==> src/rtl/serial_add_ctrl.sv <==
// ============================================================================
// Module   : serial_add_ctrl
// Brief    : Bit-serial adder controller driving one external FullAdder cell,
//            LSB first, with valid/ready handshakes on operands and result.
//            Optional signed-overflow flag enabled by macro SERIAL_ADD_OVF_EN.
// Revision : 1.0 - initial release
// ============================================================================
`default_nettype none

module serial_add_ctrl #(
  parameter int WIDTH = 8
) (
  input  logic             clk,
  input  logic             rst_n,
  input  logic             in_valid,
  output logic             in_ready,
  input  logic [WIDTH-1:0] a,
  input  logic [WIDTH-1:0] b,
  input  logic             cin,
  output logic             out_valid,
  input  logic             out_ready,
  output logic [WIDTH-1:0] sum,
  output logic             cout,
  output logic             ovf,
  output logic             fa_a,
  output logic             fa_b,
  output logic             fa_cin,
  input  logic             fa_s,
  input  logic             fa_cout
);

  localparam int CW = (WIDTH > 1) ? $clog2(WIDTH) : 1;
  localparam logic [CW-1:0] LAST_BIT = CW'(WIDTH - 1);

  typedef enum logic [1:0] {
    IDLE = 2'd0,
    RUN  = 2'd1,
    DONE = 2'd2
  } state_e;

  state_e           state_q;
  logic [WIDTH-1:0] a_sh_q;
  logic [WIDTH-1:0] b_sh_q;
  logic [WIDTH-1:0] sum_sh_q;
  logic [WIDTH-1:0] sum_sh_d;
  logic [WIDTH-1:0] sum_q;
  logic [CW-1:0]    cnt_q;
  logic             carry_q;
  logic             cout_q;
  logic             in_ready_q;
  logic             out_valid_q;

  // Sum bits enter at the MSB so bit 0 lands at position 0 after WIDTH shifts.
  assign sum_sh_d = {fa_s, sum_sh_q[WIDTH-1:1]};

  always_ff @(posedge clk or negedge rst_n) begin
    if (!rst_n) begin
      state_q     <= IDLE;
      a_sh_q      <= '0;
      b_sh_q      <= '0;
      sum_sh_q    <= '0;
      sum_q       <= '0;
      cnt_q       <= '0;
      carry_q     <= 1'b0;
      cout_q      <= 1'b0;
      in_ready_q  <= 1'b1;
      out_valid_q <= 1'b0;
    end else begin
      case (state_q)
        IDLE: begin
          if (in_valid && in_ready_q) begin
            a_sh_q     <= a;
            b_sh_q     <= b;
            carry_q    <= cin;
            cnt_q      <= '0;
            in_ready_q <= 1'b0;
            state_q    <= RUN;
          end
        end
        RUN: begin
          sum_sh_q <= sum_sh_d;
          carry_q  <= fa_cout;
          a_sh_q   <= a_sh_q >> 1;
          b_sh_q   <= b_sh_q >> 1;
          cnt_q    <= cnt_q + 1'b1;
          if (cnt_q == LAST_BIT) begin
            sum_q       <= sum_sh_d;
            cout_q      <= fa_cout;
            out_valid_q <= 1'b1;
            state_q     <= DONE;
          end
        end
        DONE: begin
          if (out_ready) begin
            out_valid_q <= 1'b0;
            in_ready_q  <= 1'b1;
            state_q     <= IDLE;
          end
        end
        default: state_q <= IDLE;
      endcase
    end
  end

`ifdef SERIAL_ADD_OVF_EN
  logic ovf_q;

  // On the last RUN cycle carry_q is the carry into the MSB.
  always_ff @(posedge clk or negedge rst_n) begin
    if (!rst_n) begin
      ovf_q <= 1'b0;
    end else if (state_q == RUN && cnt_q == LAST_BIT) begin
      ovf_q <= carry_q ^ fa_cout;
    end
  end

  assign ovf = ovf_q;
`else
  assign ovf = 1'b0;
`endif

  assign in_ready  = in_ready_q;
  assign out_valid = out_valid_q;
  assign sum       = sum_q;
  assign cout      = cout_q;
  assign fa_a      = (state_q == RUN) & a_sh_q[0];
  assign fa_b      = (state_q == RUN) & b_sh_q[0];
  assign fa_cin    = (state_q == RUN) & carry_q;

endmodule

`default_nettype wire

==> config.mk <==
export PLATFORM = sky130hd
export DESIGN_NAME = serial_add_ctrl
export DESIGN_NICKNAME = d
export VERILOG_FILES = /design/src/rtl/serial_add_ctrl.sv
export SDC_FILE = /design/constraint.sdc
export NUM_CORES = 1
export LEC_CHECK = 0
export BUFFER_PORTS_ARGS = -buffer_cell sky130_fd_sc_hd__buf_2
export CAP_MARGIN = 0
export CORE_MARGIN = 4
export CORE_UTILIZATION = 32
export CTS_CLUSTER_SIZE = 30
export DETAILED_ROUTE_END_ITERATION = 12
export GPL_TIMING_DRIVEN = 0
export PLACE_DENSITY = 0.52
export SYNTH_ARGS = -nofsm -noshare
export SYNTH_HDL_FRONTEND = slang
export SYNTH_SLANG_ARGS = --single-unit
==> constraint.sdc <==
create_clock -name clk -period 2.03 [get_ports clk]
set_input_delay 0.203 -clock clk [delete_from_list [all_inputs] [get_ports clk]]
set_output_delay 0.203 -clock clk [all_outputs]
set_load 0.01 [all_outputs]
==> impl_metrics.toml, run 1 <==
[clock_network]
clkTransAtPathRegs_ns = 0.07
h-tree-depth = 2
cts_buffer_depth = 2
hold_buffers = 0
cts.sinks = 40
cts_resized = 0
cts_root_buf = "clkbuf_8"
numCtsBuffers = 5
cts_tree = "built"
insertion_delay_ns = 0.29
post_cts_buffers = 0

[timing]
slew-limit-headroom_pct = 39.9
setup_ws_ns = 0.326
hold_viol_final = 0
period_minus_slack_ns = 1.70
finalCritPeriodShare_pct = 83.9
tightest_slew_ns = 0.902
skew_ns = 0.00766
clock.fmax_mhz = 587
fin_setup_tns_ns = 0
finalMaxSlewViolations = 0
setup_violations = 0
rsz0062_at_grt = "false"

[setup_path]
start_kind = "flip-flop"
slowest_stage = "dfrtp_1"
crit_chain = "nor2b_1 -> buf_4 -> buf_2 -> and2_1 -> buf_2"
cp_top_family = "buffers and inverters"
cp-end-kind = "primary output"
cp_data_required_time_ns = 1.83
critPathMostFrequentCell = "buf_2"
critPathBufInv = 3
setup.worst_path.class = "flip-flop to primary output"
slowest_delay_ns = 0.43
crit_arrival_ns = 1.50
path_max_fanout = 10

[synthesis]
synth.top_cells.by_count = "nand2_1, dfrtp_1, mux2i_1"
synthTopCellsByArea = "dfrtp_1, nand2_1, mux2i_1"
syn-num-nets = 186
ys_seq_area_share_pct = 56.2
yosysTopAreaCell = "dfrtp_1"
synth_cells = 161
yosysTopAreaCellShare_pct = 54.7
synth_flop_cell = "dfrtp_1"
async_flop_share_pct = 100
yosys.cell_count.top_type = "nand2_1"
ys_seq_elements = 40
syn_avg_cell_area_um2 = 11.1
synth_enable_flop_cells = 0
synth_cell_types = 25
netlist_area_um2 = 1780
yosysWarnings = 0

[layout]
syn_to_final_growth_pct = 19.6
seq_area_um2 = 1000
drive_gt1_share_pct = 30.2
antenna_cells = 0
nFillCells = 561
utilization_pct = 40.5
multi_input_area_um2 = 689
fin_nets = 229

[power_and_ir_drop]
vdd_ir_drop_max_v = 0.000278
comb_power_share_pct = 3.5
cell_internal_pwr_w = 0.00106
switchingPower_w = 0.000286
seqPwrFrac_pct = 59.4
sw_frac_of_total_pct = 21.3
p_leak_nw = 1.00
p_per_area_nw_per_um2 = 631
power_frac_clock_pct = 37.1

[run_status]
status = "complete, no violations"

[die]
fp.dieW_um = 82.7
core_area_um2 = 5270
io_pins = 38
die_area_um2 = 6830
initial_core_util_pct = 33.9
die_y_um = 82.7
rows = 26

[place]
portBuffers = 36
gp_congestion = 0.682
place_ws_ns = 0.541
hpwl_um = 2390

[hold_path]
hold_class = "primary input to asynchronous set/reset pin"

[global_route]
grt_pass1_vias = 1262
antenna_found_initial = 0
grt_pass1_wl_um = 5920
grt_usage_pct = 11.5
grt-ovfl-total = 0
grt_max_degree = 41

[drt]
vias_per_cell = 4.51
dr.pass1.iters = 4
drt_iter0_drc = 52
wire_per_inst_um = 12.5
wirelength_um = 3450
vias = 1241
drc = 0
drtAntennaViolNets = 0

[flow_run]
cap_violations = 0
power by group through the flow:
stage | Sequential (W) | Clock [W] | Combinational [W]
3_5_place_dp | 0.000815 | 0 | 0.0000500
3_3_place_gp | 0.000815 | 0 | 0.0000499
5_1_grt | 0.000800 | 0.000571 | 0.0000543
2_1_floorplan | 0.000816 | 0 | 0.00000675
4_1_cts | 0.000799 | 0.000531 | 0.0000497
6_report | 0.000800 | 0.000500 | 0.0000473
cell families after synthesis:
kind of cell               Yosys count  synth area share (%)
muxes                               24                  16.0
AOI/OAI and AO/OA                   27                  7.85
and+or+nand+nor                     54                  13.2
other                                1                 0.210
DFF                                 40                  56.2
buffers and inverters               13                  5.19
adders and majority gates            2                  1.40
layout by cell type, fill, tap and decap left out, drive strengths merged, types with 2 or more instances in the layout:
cell	netlist	final
mux2	9	9
o21ai	22	22
nand2	46	46
inv	3	3
ha	2	2
clkbuf	1	8
dfrtp	39	39
a21oi	3	3
mux2i	15	15
buf	9	45
and2	3	3
worst paths after layout:
| check | from | depth (start not counted) | slack, ns | end |
|---|---|---|---|---|
| setup / recovery | state_q[0] | 5 | 0.33 | fa_a |
| hold / removal | rst_n | 1 | 0.04 | sum[5] |
| setup reg to reg | cnt_q[0] | 4 | 0.53 | sum[2] |
| hold reg to reg | a_sh_q[4] | 2 | 0.49 | a_sh_q[3] |
| max in group asynchronous | rst_n | 1 | 1.43 | state_q[0] |
| min in group clk | out_ready | 2 | 0.12 | state_q[1] |
routing by layer:
metal	routed length, µm	track usage [%]	up-vias
met4	67	4.90	0
met1	1650	15.1	598
met2	1570	17.6	23
met3	162	3.36	6
met5	0	0	-
li1	-	-	614
worst register-to-register path, delay by kind of cell, from the launching register on:
family	cells	cell delay, ns
multiplexers	1	0.32
AND/OR/NAND/NOR	1	0.20
adder cells (fa/ha/maj)	2	0.46
flip-flops	1	0.40
stage by stage:
step | total power, W | hold WS, ns | instances | cell area [µm²]
floorplan | 0.000823 | -0.0926 | 161 | 1780
global placement | 0.000865 | 0.399 | 267 | 2050
detailed placement | 0.000865 | 0.396 | 267 | 2050
CTS | 0.00138 | 0.0697 | 275 | 2130
global route | 0.00142 | 0.102 | 275 | 2130
finish | 0.00135 | 0.0390 | 275 | 2130
cell type report:
class                      instances  area share, %
sequential                        40           47.0
clock inverter                     1          0.235
inverter                           3          0.528
buffer                            10           3.81
clock buffer                       7           3.58
timing repair buffer              36           8.45
tap                               70           4.11
multi-input combinational        108           32.3
sequential cells by signal (all words and copies together) (netlist names):
| signal | cells |
|---|---|
| a_sh_q | 8 |
| b_sh_q | 8 |
| sum | 8 |
| sum_sh_q | 7 |
| cnt_q | 3 |
| state_q | 2 |
| carry_q | 1 |
| cout | 1 |
| in_ready | 1 |
| out_valid | 1 |
No activity file was read; power rests on OpenSTA's default activity.
==> run 2, diff against run 1 <==
clock period = 1.66 ns   (was 2.03 ns; I/O delays follow)
==> run 2 against run 1 <==
Compared with the run above: die area stayed put; global-route usage is essentially flat; total power up 22%; clock-buffer cell count unchanged; flip-flop and latch count is the same.
==> impl_metrics.toml, run 2 (same netlist as run 1, synthesis figures left out) <==
[power_and_ir_drop]
p_leak_nw = 0.995
comb_power_share_pct = 3.5
p_per_area_nw_per_um2 = 775
sw_frac_of_total_pct = 21.3
power_frac_clock_pct = 37.2
cell_internal_pwr_w = 0.00130
switchingPower_w = 0.000352
vdd_ir_drop_max_v = 0.000340
seqPwrFrac_pct = 59.3

[layout]
nFillCells = 562
layout_commonest_cell = "nand2_1"
antenna_cells = 0
multi_input_area_um2 = 689
seq_area_um2 = 1000
syn_to_final_growth_pct = 19.3
fin_nets = 228
drive_gt1_share_pct = 29.9
finalInstanceArea_um2 = 2130
mostFrequentLayoutCells = "nand2_1, buf_2, dfrtp_1, mux2i_1, o21ai_1"

[flow_run]
cap_violations = 0

[timing]
tightest_slew_ns = 0.899
rsz0062_at_grt = "false"
setup_violations = 0
slew-limit-headroom_pct = 40.0
skew_ns = 0.00768
finalCritPeriodShare_pct = 91.9
fin_setup_tns_ns = 0
clock.fmax_mhz = 656
hold_viol_final = 0
period_minus_slack_ns = 1.53
finalMaxSlewViolations = 0
setup_ws_ns = 0.134

[clock_network]
insertion_delay_ns = 0.29
cts_root_buf = "clkbuf_8"
post_cts_buffers = 0
cts_resized = 0
h-tree-depth = 2
numCtsBuffers = 5
clkTransAtPathRegs_ns = 0.07
cts.sinks = 40
cts_tree = "built"
cts_buffer_depth = 2
hold_buffers = 0

[global_route]
grt_max_degree = 41
grt-ovfl-total = 0
grt_usage_pct = 11.5
grt_pass1_vias = 1251
grt_pass1_wl_um = 5900
antenna_found_initial = 0

[die]
fp.dieW_um = 82.7
die_y_um = 82.7
initial_core_util_pct = 33.9
io_pins = 38
rows = 26
die_area_um2 = 6830
core_area_um2 = 5270

[setup_path]
critPathBufInv = 2
cp_data_required_time_ns = 1.49
cp-end-kind = "primary output"
path_max_fanout = 16
start_kind = "flip-flop"
slowest_stage = "dfrtp_1"
slowest_delay_ns = 0.43
cp_top_family = "flip-flops"
crit_chain = "nor2b_1 -> buf_4 -> and2_1 -> buf_2"
crit_arrival_ns = 1.36
setup.worst_path.class = "flip-flop to primary output"

[drt]
drc = 0
drtAntennaViolNets = 0
wire_per_inst_um = 12.6
vias = 1231
drt_iter0_drc = 58
dr.pass1.iters = 4
vias_per_cell = 4.49
wirelength_um = 3450

[place]
hpwl_um = 2390
detailed_place.area_um2 = 2050
place_ws_ns = 0.171
portBuffers = 36
gp_congestion = 0.682

[run_status]
status = "complete, no violations"

[hold_path]
hold_class = "primary input to asynchronous set/reset pin"
run 2: changes by cell type in the layout (fill, tap and decap cells not counted), sizes merged:
cell  previous run  this run
buf             45        44
run 2: metal layers:
layer  wire, µm  global-route usage, %  vias up
met4         67                   4.90        0
met2       1570                   17.5       23
met1       1640                   15.1      589
met5          0                      0        -
li1           -                      -      613
met3        161                   3.36        6
run 2: worst reg2reg max path, stage by stage, from the launching register on:
cell and delay [ns]:
dfrtp_1 0.40, ha_1 0.21, ha_1 0.25, nand2_4 0.21, mux2_4 0.32
run 2: layout make-up:
class | instances | area share [%]
flip-flops and latches | 40 | 47.1
plain buffers | 9 | 3.59
multi-input cells | 108 | 32.4
clock inverters | 1 | 0.235
well taps | 70 | 4.12
clock buffers | 7 | 3.59
inverters | 3 | 0.529
repair buffers | 36 | 8.47
run 2: metrics by stage:
stage / hold slack [ns] / util [%] / instances / power, W
3_3_place_gp: 0.362 / 38.9 / 267 / 0.00106
3_5_place_dp: 0.359 / 38.9 / 267 / 0.00106
2_1_floorplan: -0.130 / - / 161 / 0.00101
4_1_cts: 0.0327 / 40.4 / 274 / 0.00169
6_report: 0.00354 / 40.4 / 274 / 0.00165
5_1_grt: 0.0647 / 40.4 / 274 / 0.00174
run 2: path summary, 6_finish.rpt:
kind / start / to / slack, ns / cells past startpoint
setup / recovery: state_q[0] / fa_cin / 0.13 / 4
max in group asynchronous: rst_n / state_q[0] / 1.10 / 1
setup reg to reg: cnt_q[0] / sum[2] / 0.15 / 4
min in group clk: out_ready / state_q[1] / 0.08 / 2
hold / removal: rst_n / sum_sh_q[6] / 0.004 / 1
hold reg to reg: a_sh_q[4] / a_sh_q[3] / 0.49 / 2
run 2: power by group through the flow:
stage / sequential, W / combinational, W / clock (W)
after CTS: 0.000978 / 0.0000608 / 0.000649
after global routing: 0.000978 / 0.0000664 / 0.000698
final: 0.000978 / 0.0000577 / 0.000613
after detailed placement: 0.000997 / 0.0000611 / 0
after floorplan: 0.000998 / 0.00000826 / 0
after global placement: 0.000997 / 0.0000610 / 0
